===== config.mk =====
export PLATFORM = sky130hd
export DESIGN_NAME = fc_stream_decoder
export DESIGN_NICKNAME = d
export VERILOG_FILES = /design/src/rtl/fc_pkg.sv /design/src/rtl/fc_word_check.sv /design/src/rtl/fc_stream_decoder.sv
export SDC_FILE = /design/constraint.sdc
export NUM_CORES = 1
export LEC_CHECK = 0
export CORE_MARGIN = 4
export CORE_UTILIZATION = 40
export CTS_CLUSTER_SIZE = 25
export DETAILED_ROUTE_END_ITERATION = 10
export PLACE_DENSITY_LB_ADDON = 0.3
export SKIP_CTS_REPAIR_TIMING = 1
export SLEW_MARGIN = 30
export SYNTH_ARGS = -nofsm -noshare
export SYNTH_HDL_FRONTEND = slang
export SYNTH_HIERARCHICAL = 1
export SYNTH_SLANG_ARGS = --single-unit

===== constraint.sdc =====
create_clock -name clk_bx -period 8 [get_ports clk_bx]
set_input_delay 2.4 -clock clk_bx [delete_from_list [all_inputs] [get_ports clk_bx]]
set_output_delay 2.4 -clock clk_bx [all_outputs]
set_load 0.03 [all_outputs]

===== src/rtl/fc_pkg.sv =====
// Shared fast-control definitions: word layout constants, command codes and
// decoder state encoding, used by both the encoder and the receive-side decoder.
package fc_pkg;

    localparam logic [3:0]  FC_HDR_IDLE  = 4'h5;
    localparam logic [3:0]  FC_HDR_CMD   = 4'hA;
    localparam logic [15:0] FC_IDLE_WORD = 16'h5000;

    typedef enum logic [2:0] {
        FC_CMD_NONE       = 3'd0,
        FC_CMD_L1A        = 3'd1,
        FC_CMD_BCR        = 3'd2,
        FC_CMD_OCR        = 3'd3,
        FC_CMD_CALIB      = 3'd4,
        FC_CMD_LINK_RESET = 3'd5,
        FC_CMD_RSVD6      = 3'd6,
        FC_CMD_RSVD7      = 3'd7
    } fc_cmd_e;

    typedef enum logic [1:0] {
        FC_UNLOCKED = 2'd0,
        FC_ACQUIRE  = 2'd1,
        FC_LOCKED   = 2'd2
    } fc_state_e;

    typedef struct packed {
        logic l1a;
        logic bcr;
        logic ocr;
        logic calib;
        logic link_reset;
    } fc_strobe_t;

    // Builds a command word with the parity bit chosen so the whole word has even parity.
    function automatic logic [15:0] fc_make_word(input fc_cmd_e cmd, input logic [7:0] aux);
        logic parity;
        parity = ^{FC_HDR_CMD, cmd, aux};
        return {FC_HDR_CMD, parity, cmd, aux};
    endfunction

    function automatic logic [15:0] fc_sat_inc16(input logic [15:0] value);
        return (value == 16'hFFFF) ? value : value + 16'd1;
    endfunction

endpackage


===== src/rtl/fc_word_check.sv =====
// Combinational legality check of one encoded fast-control word: header,
// even parity over all 16 bits, and command code range.
module fc_word_check
    import fc_pkg::*;
(
    input  logic [15:0] word,
    output logic        valid,
    output logic        is_cmd,
    output fc_cmd_e     cmd,
    output logic [7:0]  aux
);

    logic [3:0] header;
    logic       parity_ok;
    logic       cmd_legal;

    assign header    = word[15:12];
    assign parity_ok = ~(^word);
    assign cmd       = fc_cmd_e'(word[10:8]);
    assign aux       = word[7:0];

    // NOTE: default first so every path assigns cmd_legal; otherwise a latch is inferred.
    always_comb begin
        cmd_legal = 1'b0;
        case (cmd)
            FC_CMD_L1A, FC_CMD_BCR, FC_CMD_OCR,
            FC_CMD_CALIB, FC_CMD_LINK_RESET: cmd_legal = 1'b1;
            default:                         cmd_legal = 1'b0;
        endcase
    end

    assign is_cmd = (header == FC_HDR_CMD) && parity_ok && cmd_legal;
    // The idle word is fully specified, so a single compare covers header, parity and payload.
    assign valid  = is_cmd || (word == FC_IDLE_WORD);

endmodule


===== src/rtl/fc_stream_decoder.sv =====
// Receive-side fast-control decoder: word-lock FSM, single-cycle command strobes,
// local BX/orbit tracking and saturating error/monitor counters.
module fc_stream_decoder
    import fc_pkg::*;
#(
    parameter int LOCK_COUNT   = 16,
    parameter int UNLOCK_COUNT = 4,
    parameter int BX_PER_ORBIT = 3564
) (
    input  logic        clk_bx,
    input  logic        reset,
    input  logic [15:0] fc_stream_enc,
    input  logic        clear_counters,
    output logic        locked,
    output logic        l1a,
    output logic        bcr,
    output logic        ocr,
    output logic        calib,
    output logic        link_reset,
    output logic [7:0]  cmd_aux,
    output logic [11:0] bx_count,
    output logic [15:0] orbit_count,
    output logic [15:0] err_count,
    output logic [15:0] bcr_mismatch_count,
    output logic [31:0] l1a_count
);

    localparam int          GW     = $clog2(LOCK_COUNT + 1);
    localparam int          BW     = $clog2(UNLOCK_COUNT + 1);
    localparam logic [11:0] BX_MAX = 12'(BX_PER_ORBIT - 1);

    logic [15:0] word_q;
    logic        w_valid;
    logic        w_is_cmd;
    fc_cmd_e     w_cmd;
    logic [7:0]  w_aux;

    fc_state_e   state, state_d;
    logic [GW-1:0] good_cnt, good_d;
    logic [BW-1:0] bad_cnt, bad_d;
    logic        decode_en;
    logic        err_inc;
    logic        cmd_fire;
    fc_strobe_t  strobe_d, strobe_q;

    // Stage 1: input register.
    // NOTE: sequential state uses non-blocking (<=) so all registers update from pre-edge values.
    // NOTE: every register, including pipeline stages, is cleared by the async reset so outputs drop at once.
    always_ff @(posedge clk_bx or posedge reset) begin
        if (reset) word_q <= '0;
        else       word_q <= fc_stream_enc;
    end

    fc_word_check u_word_check (
        .word   (word_q),
        .valid  (w_valid),
        .is_cmd (w_is_cmd),
        .cmd    (w_cmd),
        .aux    (w_aux)
    );

    always_ff @(posedge clk_bx or posedge reset) begin
        if (reset) begin
            state    <= FC_UNLOCKED;
            good_cnt <= '0;
            bad_cnt  <= '0;
        end else begin
            state    <= state_d;
            good_cnt <= good_d;
            bad_cnt  <= bad_d;
        end
    end

    // decode_en is also raised on the word that completes lock, so that word is decoded.
    always_comb begin
        state_d   = state;
        good_d    = good_cnt;
        bad_d     = bad_cnt;
        decode_en = 1'b0;
        err_inc   = 1'b0;
        case (state)
            FC_UNLOCKED, FC_ACQUIRE: begin
                if (w_valid) begin
                    good_d = (state == FC_UNLOCKED) ? GW'(1) : good_cnt + GW'(1);
                    if (good_d == GW'(LOCK_COUNT)) begin
                        state_d   = FC_LOCKED;
                        good_d    = '0;
                        bad_d     = '0;
                        decode_en = 1'b1;
                    end else begin
                        state_d = FC_ACQUIRE;
                    end
                end else begin
                    state_d = FC_UNLOCKED;
                    good_d  = '0;
                end
            end
            FC_LOCKED: begin
                if (w_valid) begin
                    bad_d     = '0;
                    decode_en = 1'b1;
                end else begin
                    err_inc = 1'b1;
                    bad_d   = bad_cnt + BW'(1);
                    if (bad_d == BW'(UNLOCK_COUNT)) begin
                        state_d = FC_UNLOCKED;
                        bad_d   = '0;
                    end
                end
            end
            default: begin
                state_d = FC_UNLOCKED;
                good_d  = '0;
                bad_d   = '0;
            end
        endcase
    end

    assign cmd_fire = decode_en && w_is_cmd;

    always_comb begin
        strobe_d            = '0;
        strobe_d.l1a        = cmd_fire && (w_cmd == FC_CMD_L1A);
        strobe_d.bcr        = cmd_fire && (w_cmd == FC_CMD_BCR);
        strobe_d.ocr        = cmd_fire && (w_cmd == FC_CMD_OCR);
        strobe_d.calib      = cmd_fire && (w_cmd == FC_CMD_CALIB);
        strobe_d.link_reset = cmd_fire && (w_cmd == FC_CMD_LINK_RESET);
    end

    // Stage 2: strobes and the command payload.
    always_ff @(posedge clk_bx or posedge reset) begin
        if (reset) begin
            strobe_q <= '0;
            cmd_aux  <= '0;
        end else begin
            strobe_q <= strobe_d;
            if (cmd_fire) cmd_aux <= w_aux;
        end
    end

    // bx_count still holds the previous cycle's value when a BCR is decoded.
    always_ff @(posedge clk_bx or posedge reset) begin
        if (reset) begin
            bx_count    <= '0;
            orbit_count <= '0;
        end else begin
            if (strobe_d.bcr)             bx_count <= '0;
            else if (state == FC_LOCKED)  bx_count <= (bx_count == BX_MAX) ? 12'd0 : bx_count + 12'd1;

            if (strobe_d.ocr)             orbit_count <= '0;
            else if (strobe_d.bcr)        orbit_count <= orbit_count + 16'd1;
        end
    end

    always_ff @(posedge clk_bx or posedge reset) begin
        if (reset) begin
            err_count          <= '0;
            bcr_mismatch_count <= '0;
            l1a_count          <= '0;
        end else if (clear_counters) begin
            err_count          <= '0;
            bcr_mismatch_count <= '0;
            l1a_count          <= '0;
        end else begin
            if (err_inc)                             err_count <= fc_sat_inc16(err_count);
            if (strobe_d.bcr && bx_count != BX_MAX)  bcr_mismatch_count <= fc_sat_inc16(bcr_mismatch_count);
            if (strobe_d.l1a)                        l1a_count <= l1a_count + 32'd1;
        end
    end

    assign locked     = (state == FC_LOCKED);
    assign l1a        = strobe_q.l1a;
    assign bcr        = strobe_q.bcr;
    assign ocr        = strobe_q.ocr;
    assign calib      = strobe_q.calib;
    assign link_reset = strobe_q.link_reset;

endmodule


==> run metrics <==
net count reported at finish 880; H-Tree Level Count 4; share of post-route cells with drive strength above 1 8.56%; clock latency reported for the late side of the worst-skew pair 410 ps; routed vias 6,135; startpoint of the worst register-to-register path word_q[8]; commonest cells after routing, fill and taps aside dfrtp_1, clkdlybuf4s50_1, a21oi_1; path category of the worst min-delay check flip-flop to flip-flop; wire length of the first global-routing pass 29.4 mm; clock buffer count from CTS 17; arrival time of the worst setup path 2540 ps; R2R Setup Slk 3420 ps; worst slew margin relative to its limit 42.9%; per-instance average area after synthesis 9.66 um2; total congestion overflow after global routing 0; critical path class flip-flop to output port; met3 routed WL 743 um; post-synthesis instance total 748; ys flop type dfrtp_1; sequential cell area 3280 um2; warning count from the yosys run 6; initial core utilization 41.4%; final period demand of the worst path 4940 ps; number of top-level design ports 125; peak supply drop 0.149 mV; DRC violations left 0; Top Metal Used met4; endpoint of the lowest-slack register-to-register path bx_count[5]; Port Buffer Count 124; Total Negative Setup Slacks 0 ps; LEAKAGE 3.62 nW; Netlist Area Pre-Place 7230 um2; number of detailed-routing iterations run before antenna repair 4; worst slew pin tran 857 ps; Layout Cells excl Fill 1,078; post-route antenna net violation count 0; Worst Setup SP state[1]; final hold viol count 0; overall global routing resource usage 17.6%; metal2 WL 8.51 mm; post-DR vias/cell 5.69; status completed; DIE HEIGHT 142 um; initial antenna violation count 0; achievable clock frequency 203 MHz; element type at the critical path end output port; worst-case clock buffer depth 2; crit path max fanout 17; M1 WL 8.38 mm; area growth from synthesis to final layout 26.7%; total wirelength of the detailed-routed design 17.8 mm; routability congestion estimate from global placement 0.810; Placed Cells incl. Taps 1,045; CTS tree yes; share of flip-flops with an asynchronous set or reset after synthesis 100%; crit path launch type flip-flop; largest net degree at the start of global routing 74; setup repair after global routing missed its margin no; destination of the critical timing path locked; site row count 48; CTS clk-pin slew, worst paths 60 ps; buffer type at the clock tree root clkbuf_16; post-route clock period utilization 61.7%; number of DRC markers after the initial detailed-route iteration 348; total power per unit cell area 172 nW/um2; clk_skew 7.82 ps; Final HPWL DP 11.8 mm; Fill cells 1,563; number of enable-type register cells in the synthesized netlist 0; Final Power 0.00158 W; area of combinational cells with multiple inputs 3540 um2; sinks on the clock net 131; Avg WL per Cell 16.5 um; synthesized flop and latch total 131; via count of the first global-routing pass 5,608; Reg2Reg Depth 12; core area 17,500 um2; Max-cap violations 0; sequential area share after synthesis 45.4%; max-slew violation count 0; commonest non-fill, non-tap cell in the layout dfrtp_1; Mapped Nets 788; die outline area 20,300 um2; die outline width 142 um; count of unique library cells instantiated by Yosys 63; final setup violation count 0; n_diodes 0; CP required 5600 ps
## worst max-delay path: stages, from the launching register on
cell and delay, ps:
dfrtp_1 550, nand2b_1 450, inv_2 370, clkdlybuf4s50_1 740
## cells in the mapped netlist (all sizes together), types with 28 or more instances
cell    instances  share of area [%]
dfrtp         131                 45
a21oi          53                3.7
nor2           53                2.8
nand2          39                2.0
nand3          39                2.7
o31ai          36                4.2
inv            31                1.6
or4            30                3.1
buf            29                2.8
clkbuf         29                1.5
nand4          28                2.4
o21ai          28                1.9
## power by group
part / switching, W / internal, W / total, W / leakage (nW)
sequential: 0.00000508 / 0.000667 / 0.000672 / 1.79
combinational: 0.0000367 / 0.0000231 / 0.0000598 / 1.52
clock: 0.000295 / 0.000549 / 0.000844 / 0.306
total: 0.000337 / 0.00124 / 0.00158 / 3.62
## flip-flops by register name (all words and copies together), names as in the netlist
| register | count |
|---|---|
| link_reset | 1 |
| l1a_count | 32 |
| bx_count | 12 |
| bad_cnt | 3 |
| cmd_aux | 8 |
| ocr | 1 |
| word_q | 16 |
| calib | 1 |
| bcr_mismatch_count | 16 |
| err_count | 16 |
| state | 2 |
| orbit_count | 16 |
| l1a | 1 |
| good_cnt | 5 |
| bcr | 1 |
## metrics by stage
step	instance area [um2]	hold WS (ps)	worst slack [ps]	utilization, %
after floorplan	7230	498	2100	-
after global placement	8500	490	3470	48.6
after detailed placement	8500	497	3350	48.6
after CTS	9140	510	3070	52.3
after global routing	9160	525	2880	52.4
final	9160	505	3060	52.4
## per-layer routing
layer	vias up	global-route usage (%)
li1	2967	-
met4	0	4.30
met2	142	27.7
met1	3015	24.9
met5	-	0
met3	11	3.70
## logic make-up after synthesis
kind of cell	Yosys count	share of synthesized area [%]
flops	131	45.4
mux	25	3.81
simple gates	296	23.6
buf+inv	89	5.96
compound gates	162	14.7
fa+ha+maj	21	3.64
xor+xnor	24	2.91
## cell type report
type	count	share of cell area, %
Clock buffer	21	5.14
Clock inverter	11	1.90
Inverter	31	1.33
Multi-Input combinational cell	528	38.6
Sequential cell	131	35.8
Tap cell	225	3.07
Timing Repair Buffer	131	14.1
## worst min path at each step
stage / start / to / cells after the start
after floorplan: bad_cnt[0] / bad_cnt[0] / 1
after global placement: word_q[2] / cmd_aux[2] / 1
after detailed placement: cmd_aux[3] / cmd_aux[3] / 1
after CTS: cmd_aux[3] / cmd_aux[3] / 1
after global routing: word_q[2] / cmd_aux[2] / 1
final: cmd_aux[3] / cmd_aux[3] / 1
(Power assumes the default switching activity.)
